**config.mk**
```make
export PLATFORM = sky130hd
export DESIGN_NAME = processor_ctrl_flat
export DESIGN_NICKNAME = d
export VERILOG_FILES = /design/src/rtl/processor_ctrl_if.sv /design/src/rtl/processor_ctrl.sv /design/src/flat_wrapper.sv
export SDC_FILE = /design/constraint.sdc
export NUM_CORES = 1
export LEC_CHECK = 0
export CORE_ASPECT_RATIO = 0.8
export CORE_MARGIN = 1.5
export CORE_UTILIZATION = 45
export DETAILED_ROUTE_END_ITERATION = 10
export GPL_ROUTABILITY_DRIVEN = 0
export PLACE_DENSITY = 0.71
export SYNTH_ARGS = -nofsm -noshare
export SYNTH_HDL_FRONTEND = slang
export SYNTH_SLANG_ARGS = --single-unit
```
**constraint.sdc**
```tcl
create_clock -name clk -period 2.2 [get_ports clk]
set_clock_uncertainty 0.05 [all_clocks]
set_input_delay 0.33 -clock clk [delete_from_list [all_inputs] [get_ports clk]]
set_output_delay 0.33 -clock clk [all_outputs]
set_load 0.02 [all_outputs]
```
**src/rtl/processor_ctrl_if.sv**
```systemverilog
// Controller <-> instruction memory / datapath bundle; master is the sequencer side.
// Purely combinational wiring, no flow control: the datapath is strobed by single-cycle enables.
interface processor_ctrl_if #(
    parameter int PC_WIDTH = 5
);
    logic [7:0]          instruction_code;
    logic                acc_zero;
    logic [PC_WIDTH-1:0] prog_cnt;
    logic                rstn_inter;
    logic                acumulator_ce;
    logic                reg_file_ce;
    logic [2:0]          alu_op;
    logic [4:0]          reg_addr;
    logic                halted;

    modport master (
        input  instruction_code, acc_zero,
        output prog_cnt, rstn_inter, acumulator_ce, reg_file_ce, alu_op, reg_addr, halted
    );

    modport slave (
        output instruction_code, acc_zero,
        input  prog_cnt, rstn_inter, acumulator_ce, reg_file_ce, alu_op, reg_addr, halted
    );
endinterface

```
**src/rtl/processor_ctrl.sv**
```systemverilog
// FETCH/DECODE/EXECUTE sequencer for the 8-bit accumulator CPU; 3 cycles per instruction, enables registered.
// No backpressure: the datapath must accept every enable pulse; HALT freezes the PC until external reset.
module processor_ctrl #(
    parameter int RST_CYCLES = 4,
    parameter int PC_WIDTH   = 5
) (
    input  logic             clk,
    input  logic             rstn_ext,
    processor_ctrl_if.master bus
);
    typedef enum logic [2:0] {RST_WAIT, FETCH, DECODE, EXECUTE, HALT} state_t;

    localparam logic [2:0] OP_LOAD  = 3'b001;
    localparam logic [2:0] OP_STORE = 3'b010;
    localparam logic [2:0] OP_ADD   = 3'b011;
    localparam logic [2:0] OP_SUB   = 3'b100;
    localparam logic [2:0] OP_JMP   = 3'b101;
    localparam logic [2:0] OP_JZ    = 3'b110;
    localparam logic [2:0] OP_HALT  = 3'b111;

    state_t              state, state_next;
    logic [3:0]          rst_cnt, rst_cnt_next;
    logic [7:0]          ir, ir_next;
    logic [PC_WIDTH-1:0] pc, pc_next;
    logic                rstn_q, rstn_next;
    logic                acc_ce_q, acc_ce_next;
    logic                rf_ce_q, rf_ce_next;
    logic                halted_q, halted_next;
    logic [2:0]          alu_op_q, alu_op_next;
    logic [4:0]          reg_addr_q, reg_addr_next;
    logic [PC_WIDTH-1:0] operand;

    assign operand = PC_WIDTH'(ir[4:0]);

    always_ff @(posedge clk) begin
        if (!rstn_ext) begin
            state      <= RST_WAIT;
            rst_cnt    <= '0;
            ir         <= '0;
            pc         <= '0;
            rstn_q     <= 1'b0;
            acc_ce_q   <= 1'b0;
            rf_ce_q    <= 1'b0;
            halted_q   <= 1'b0;
            alu_op_q   <= '0;
            reg_addr_q <= '0;
        end else begin
            state      <= state_next;
            rst_cnt    <= rst_cnt_next;
            ir         <= ir_next;
            pc         <= pc_next;
            rstn_q     <= rstn_next;
            acc_ce_q   <= acc_ce_next;
            rf_ce_q    <= rf_ce_next;
            halted_q   <= halted_next;
            alu_op_q   <= alu_op_next;
            reg_addr_q <= reg_addr_next;
        end
    end

    always_comb begin
        state_next    = state;
        rst_cnt_next  = rst_cnt;
        ir_next       = ir;
        pc_next       = pc;
        rstn_next     = rstn_q;
        acc_ce_next   = 1'b0;
        rf_ce_next    = 1'b0;
        halted_next   = halted_q;
        alu_op_next   = alu_op_q;
        reg_addr_next = reg_addr_q;

        unique case (state)
            RST_WAIT: begin
                rst_cnt_next = rst_cnt + 4'd1;
                if (rst_cnt == 4'(RST_CYCLES - 1)) begin
                    rstn_next  = 1'b1;
                    state_next = FETCH;
                end
            end
            FETCH: begin
                ir_next    = bus.instruction_code;
                state_next = DECODE;
            end
            DECODE: begin
                // Enables are launched here so they are high for exactly the EXECUTE cycle.
                alu_op_next   = ir[7:5];
                reg_addr_next = ir[4:0];
                acc_ce_next   = (ir[7:5] == OP_LOAD) || (ir[7:5] == OP_ADD) || (ir[7:5] == OP_SUB);
                rf_ce_next    = (ir[7:5] == OP_STORE);
                state_next    = EXECUTE;
            end
            EXECUTE: begin
                state_next = FETCH;
                case (ir[7:5])
                    OP_JMP:  pc_next = operand;
                    OP_JZ:   pc_next = bus.acc_zero ? operand : pc + PC_WIDTH'(1);
                    OP_HALT: begin
                        state_next  = HALT;
                        halted_next = 1'b1;
                    end
                    default: pc_next = pc + PC_WIDTH'(1);
                endcase
            end
            HALT: begin
                halted_next = 1'b1;
            end
            default: state_next = RST_WAIT;
        endcase
    end

    assign bus.prog_cnt      = pc;
    assign bus.rstn_inter    = rstn_q;
    assign bus.acumulator_ce = acc_ce_q;
    assign bus.reg_file_ce   = rf_ce_q;
    assign bus.alu_op        = alu_op_q;
    assign bus.reg_addr      = reg_addr_q;
    assign bus.halted        = halted_q;
endmodule
```
**src/flat_wrapper.sv**
```systemverilog
// flat-port wrapper written by rule: the top's interface ports become plain ports
module processor_ctrl_flat 
#(
    parameter int RST_CYCLES = 4,
    parameter int PC_WIDTH   = 5
)
  (clk, rstn_ext, bus_instruction_code, bus_acc_zero, bus_prog_cnt, bus_rstn_inter, bus_acumulator_ce, bus_reg_file_ce, bus_alu_op, bus_reg_addr, bus_halted);
  processor_ctrl_if #(.PC_WIDTH(PC_WIDTH)) bus_i ();
  input  logic clk;
  input  logic rstn_ext;
  input wire logic [$bits(bus_i.instruction_code)-1:0] bus_instruction_code;
  input wire logic [$bits(bus_i.acc_zero)-1:0] bus_acc_zero;
  output wire logic [$bits(bus_i.prog_cnt)-1:0] bus_prog_cnt;
  output wire logic [$bits(bus_i.rstn_inter)-1:0] bus_rstn_inter;
  output wire logic [$bits(bus_i.acumulator_ce)-1:0] bus_acumulator_ce;
  output wire logic [$bits(bus_i.reg_file_ce)-1:0] bus_reg_file_ce;
  output wire logic [$bits(bus_i.alu_op)-1:0] bus_alu_op;
  output wire logic [$bits(bus_i.reg_addr)-1:0] bus_reg_addr;
  output wire logic [$bits(bus_i.halted)-1:0] bus_halted;
  assign bus_i.instruction_code = bus_instruction_code;
  assign bus_i.acc_zero = bus_acc_zero;
  assign bus_prog_cnt = bus_i.prog_cnt;
  assign bus_rstn_inter = bus_i.rstn_inter;
  assign bus_acumulator_ce = bus_i.acumulator_ce;
  assign bus_reg_file_ce = bus_i.reg_file_ce;
  assign bus_alu_op = bus_i.alu_op;
  assign bus_reg_addr = bus_i.reg_addr;
  assign bus_halted = bus_i.halted;
  processor_ctrl #(.RST_CYCLES(RST_CYCLES), .PC_WIDTH(PC_WIDTH)) u_core (.clk(clk), .rstn_ext(rstn_ext), .bus(bus_i));
endmodule
```
== Yosys cells after proc, flatten, opt, wreduce, memory -nomap -nowiden ==
Cells that the tools add are included.
Widths: inputs -> output; s select.

* Output and inout bits: 17
* Bits in registers: 32

* Reductions and logical operators: 9
* Equality and inequality tests: 14
* Add/subtract/negate cells: 2
* Muxes and demuxes: 7
* Bitwise logic cells: 2

{| class="wikitable"
|+ Operator list
! operator !! count
|-
| $eq 3x3->1 const B || 5
|-
| $pmux 3 s5 || 1
|-
| $pmux 5 s3 || 1
|-
| $eq 3x2->1 const B || 4
|-
| $reduce_and 2->1 || 5
|-
| $eq 3x1->1 const B || 2
|-
| $mux 3 || 2
|-
| $add 5x1->5 const B || 1
|-
| $mux 5 || 1
|-
| $add 4x1->4 const B || 1
|-
| $eq 4x2->1 const B || 1
|-
| $ne 2x1->1 const B || 2
|-
| $logic_not 3->1 || 1
|-
| $logic_or 1x1->1 || 2
|-
| $not 1->1 || 2
|-
| $pmux 1 s2 || 1
|-
| $reduce_bool 2->1 || 1
|-
| $mux 1 || 1
|}

== Depth between registers and ports, before layout ==
* Depth after elaboration: 3
* Mapped depth: 6
* Mapped depth without buffers: 5

== Least setup slack after synthesis ==
OpenSTA, ideal clock, no wires.

* Path type: flip-flop to flip-flop
* From: reg u_core.ir[6]
* To: reg u_core.pc[3], in the netlist u_core.bus.prog_cnt[3]
* Clock period less this slack: 1,340 ps
* Arrival time: 1,169 ps
* Library setup time: 122 ps
* Required time: 2,028 ps
* Setup slack: 860 ps
* Stages on the path, launching flop included: 5
* Path through: dfxtp_1 and2b_2 o21ai_4 mux2i_1 o22ai_1

* Longest elaborated chain between the ends: 3
* Elaborated cells between the ends (all ways): 6
* Those cells by class: 3 x eq/ne; 1 x mux; 1 x bitwise; 1 x reduce/logical

{| class="wikitable"
|+ Ends and longest elaborated chain
! element !! line !! text
|-
| start, declared || processor_ctrl.sv:23 || <nowiki>logic [7:0] ir, ir_next;</nowiki>
|-
| start signal, assigned || processor_ctrl.sv:50 || <nowiki>ir <= ir_next;</nowiki>
|-
| branches (longest 3 deep; another with $pmux 5 s3) || - ||
|-
| end signal, assigned || processor_ctrl.sv:51 || <nowiki>pc <= pc_next;</nowiki>
|-
| end, declared || processor_ctrl.sv:24 || <nowiki>logic [PC_WIDTH-1:0] pc, pc_next;</nowiki>
|}

Parallel ways; which one is timed is not known.
A chain may end at the register's enable or synchronous reset.

== Worst setup path in the final report ==
* From: reg u_core.pc[0], in the netlist u_core.bus.prog_cnt[0]
* To: out bus_prog_cnt[0]

{| class="wikitable"
|+ RTL lines
! element !! line !! text
|-
| end, declared || flat_wrapper.sv:13 || <nowiki>output wire logic [$bits(bus_i.prog_cnt)-1:0] bus_prog_cnt;</nowiki>
|}

No word-level cell between the ends.

==> impl_metrics.py <==
metrics = {
    "status": {
        "status": "finished clean",
    },
    "synth": {
        "synth_nets": 151,
        "yosys-mux-area-fraction_pct": 15.3,
        "synth_top_family_by_area": "simple AND/OR/NAND/NOR gates",
        "synth-simple-area-share_pct": 22.0,
        "yosysSeqAreaShare_pct": 46.7,
        "yosys_warnings": 0,
        "postSynthCellCount": 138,
        "synth-xor-area-share_pct": 2.55,
        "ys_seq_elements": 32,
        "netlist_top_cells_area": "dfxtp_1, mux2i_1, nor2b_1",
        "syn-cell-area_um2": 1370,
        "ys_types": 32,
        "avgSynthCellArea_um2": 9.94,
        "synth_fa_ha_area_share_pct": 1.82,
        "synth_top_area_cell": "dfxtp_1",
        "synth_compound_area_share_pct": 8.58,
        "yosysTopAreaCellShare_pct": 46.7,
    },
    "finish": {
        "nets": 182,
        "final_common_cell": "dfxtp_1",
        "area_delta_synth_final_pct": 30.7,
        "instances_no_fill": 208,
        "diodes": 0,
        "layout_common_cells": "dfxtp_1, clkdlybuf4s50_1, mux2i_1",
        "drive_above_1_share_pct": 8.82,
        "fin_util_pct": 63.4,
    },
    "critical_path": {
        "slowest_delay_ns": 0.63,
        "r2r_slack_ns": 0.73,
        "crit_path_cell_trace": "clkdlybuf4s50_1",
        "start_kind": "register",
        "r2r_start": "u_core.ir[6]$_SDFFE_PN0P_",
        "endpoint_kind": "output port",
        "timing.rr.end": "u_core.bus.prog_cnt[3]$_SDFFE_PN0P_",
        "reg2regPathDepth": 4,
        "worstPathBufferInverterCount": 1,
        "cp_top_family": "buffers and inverters",
        "worst_ep_required_time_ns": 1.82,
        "crit_arrival_ns": 1.32,
        "cp_slowest_cell": "clkdlybuf4s50_1",
        "cp_max_fo": 5,
        "worst-setup-path-type": "register to output port",
    },
    "die": {
        "core_area_um2": 2830,
        "die_x_um": 64.7,
        "rows": 17,
        "io_pins": 28,
        "die_h_um": 52.4,
        "start_util_pct": 48.5,
        "die_area_um2": 3390,
    },
    "detailed_routing": {
        "drt-met1-wl_um": 1280,
        "drtPass1Iterations": 4,
        "wl_um": 2650,
        "ant_nets": 0,
        "route.detailed.drc": 0,
        "route.met2.wl_um": 1200,
        "viasPerCell": 4.99,
        "detail_route.wl_per_cell_um": 12.8,
        "wl_met3_um": 121,
        "drtIter0Drc": 48,
        "highest_layer": "met4",
        "num_vias": 1037,
    },
    "timing": {
        "period_needed_ns": 1.70,
        "fmax_mhz": 589,
        "slew_headroom_pct": 69.1,
        "grt_setup_unrepaired": "false",
        "finalSetupViolations": 0,
        "worst_pin_slew_ns": 0.461,
        "maxSlewViolCount": 0,
        "finalCritPeriodShare_pct": 77.1,
        "tns_ns": 0,
        "final_hold_viol_count": 0,
        "setup_slack_ns": 0.503,
    },
    "placement": {
        "dp.cells": 200,
        "port_buffers": 27,
        "post-dp-hpwl_um": 1950,
        "dp_slack_ns": 0.479,
    },
    "power": {
        "sw_frac_of_total_pct": 30.6,
        "clkPwrFrac_pct": 29.8,
        "power_leakage_nw": 0.657,
        "ir_worst_vdd_uv": 548,
        "comb_power_share_pct": 27.7,
        "power.switching_uw": 555,
        "internal_power_mw": 1.26,
        "powerDensity_nw_per_um2": 1010,
        "power_frac_seq_pct": 42.5,
    },
    "clock_tree": {
        "cts-resized-gates": 0,
        "clkLatencyLatePin_ns": 0.28,
        "clk_pin_slew_worst_paths_ns": 0.06,
        "numCtsBuffers": 5,
        "cts_tree": "built",
        "clkSinkCount": 32,
        "clockBufferDepth": 2,
        "root_buffer": "clkbuf_8",
        "post_cts_buffers": 0,
        "hold_buffers": 0,
        "htreeDepth": 2,
    },
    "global_route": {
        "grt_antenna_before_repair": 0,
        "overflow": 0,
        "grt.total_usage_pct": 17.9,
        "grt_start_max_net_pins": 19,
        "grt_pass1_vias": 1014,
        "grt_pass1_wl_um": 4460,
    },
    "min_path": {
        "min_path_type": "register to register",
        "min_to": "u_core.bus.halted$_SDFFE_PN0P_",
        "worstHoldPathCells": 1,
        "min-delay-start": "u_core.bus.halted$_SDFFE_PN0P_",
    },
    "flow_run": {
        "maxCapViolations": 0,
    },
}
[cell families (layout without fill, tap and decap cells)]
| family | count (synthesis) | in the layout |
|---|---|---|
| AND/OR/NAND/NOR | 53 | 53 |
| flip-flops | 32 | 32 |
| multiplexers | 21 | 21 |
| AO/OA/AOI/OAI | 17 | 17 |
| buffers and inverters | 9 | 41 |
| XOR/XNOR | 4 | 4 |
| adder cells (fa/ha/maj) | 2 | 2 |
[synthesized netlist by cell type]
library cell,n
buf_4,1
o211a_1,1
o21a_1,2
and3b_2,1
dfxtp_1,32
o21ai_0,2
a31oi_1,1
nand3_1,3
nand4_1,1
nand2_1,8
nor4b_1,1
a21oi_1,5
nor2_1,9
nand3b_1,1
xor2_1,1
inv_1,2
and2_1,4
o21ai_4,1
and2b_2,1
buf_2,1
o211ai_1,1
a221oi_1,1
nor3_2,1
xnor2_1,3
clkbuf_1,3
ha_1,2
clkbuf_2,2
nor2b_1,19
nand2b_1,2
o22ai_1,3
mux2i_1,21
nor3b_1,2
[routing by layer]
layer / up-vias / GRT usage [%]
li1: 534 / -
met1: 475 / 21.3
met2: 23 / 29.6
met3: 5 / 5.59
met4: 0 / 8.51
met5: - / 0
[cell type report]
cell class,instances,area [um^2]
clock buffer,6,72.6
clock inverter,2,35.0
fill,238,1040
inverter,2,7.51
multi-input combinational,97,689
sequential,32,641
tap,38,47.5
timing repair buffer,31,300
[power by group through the flow]
stage / logic, mW / registers [mW] / clock network, mW
floorplan: 0.403 / 0.751 / 0
global placement: 0.486 / 0.774 / 0
detailed placement: 0.506 / 0.782 / 0
CTS: 0.509 / 0.770 / 0.555
global route: 0.553 / 0.785 / 0.578
finish: 0.503 / 0.772 / 0.541
[flip-flops by register name, summed over array words and instances, names as in the netlist]
name	count
u_core.bus.acumulator_ce	1
u_core.bus.reg_addr	5
u_core.rst_cnt	4
u_core.bus.rstn_inter	1
u_core.state	3
u_core.ir	8
u_core.bus.prog_cnt	5
u_core.bus.reg_file_ce	1
u_core.bus.halted	1
u_core.bus.alu_op	3
[worst max-delay path by stage]
| stage | cells after the start | slack [ns] | startpoint | endpoint |
|---|---|---|---|---|
| after global placement | 5 | 0.50 | bus_acc_zero | u_core.bus.prog_cnt[3]$_SDFFE_PN0P_ |
| after CTS | 1 | 0.49 | u_core.bus.prog_cnt[0]$_SDFFE_PN0P_ | bus_prog_cnt[0] |
| after detailed placement | 5 | 0.48 | bus_acc_zero | u_core.bus.prog_cnt[3]$_SDFFE_PN0P_ |
| after floorplan | 4 | 0.86 | u_core.ir[6]$_SDFFE_PN0P_ | u_core.bus.prog_cnt[3]$_SDFFE_PN0P_ |
| after global routing | 1 | 0.46 | u_core.bus.prog_cnt[2]$_SDFFE_PN0P_ | bus_prog_cnt[2] |
| final | 1 | 0.50 | u_core.bus.prog_cnt[0]$_SDFFE_PN0P_ | bus_prog_cnt[0] |
[metrics by stage]
stage,hold WS (ns),area (um^2),power [mW]
floorplan,0.435,1370,1.15
global placement,0.396,1690,1.26
detailed placement,0.410,1690,1.29
CTS,0.426,1790,1.83
global route,0.470,1790,1.92
finish,0.427,1790,1.82
Power figures use the tool's default switching activity.
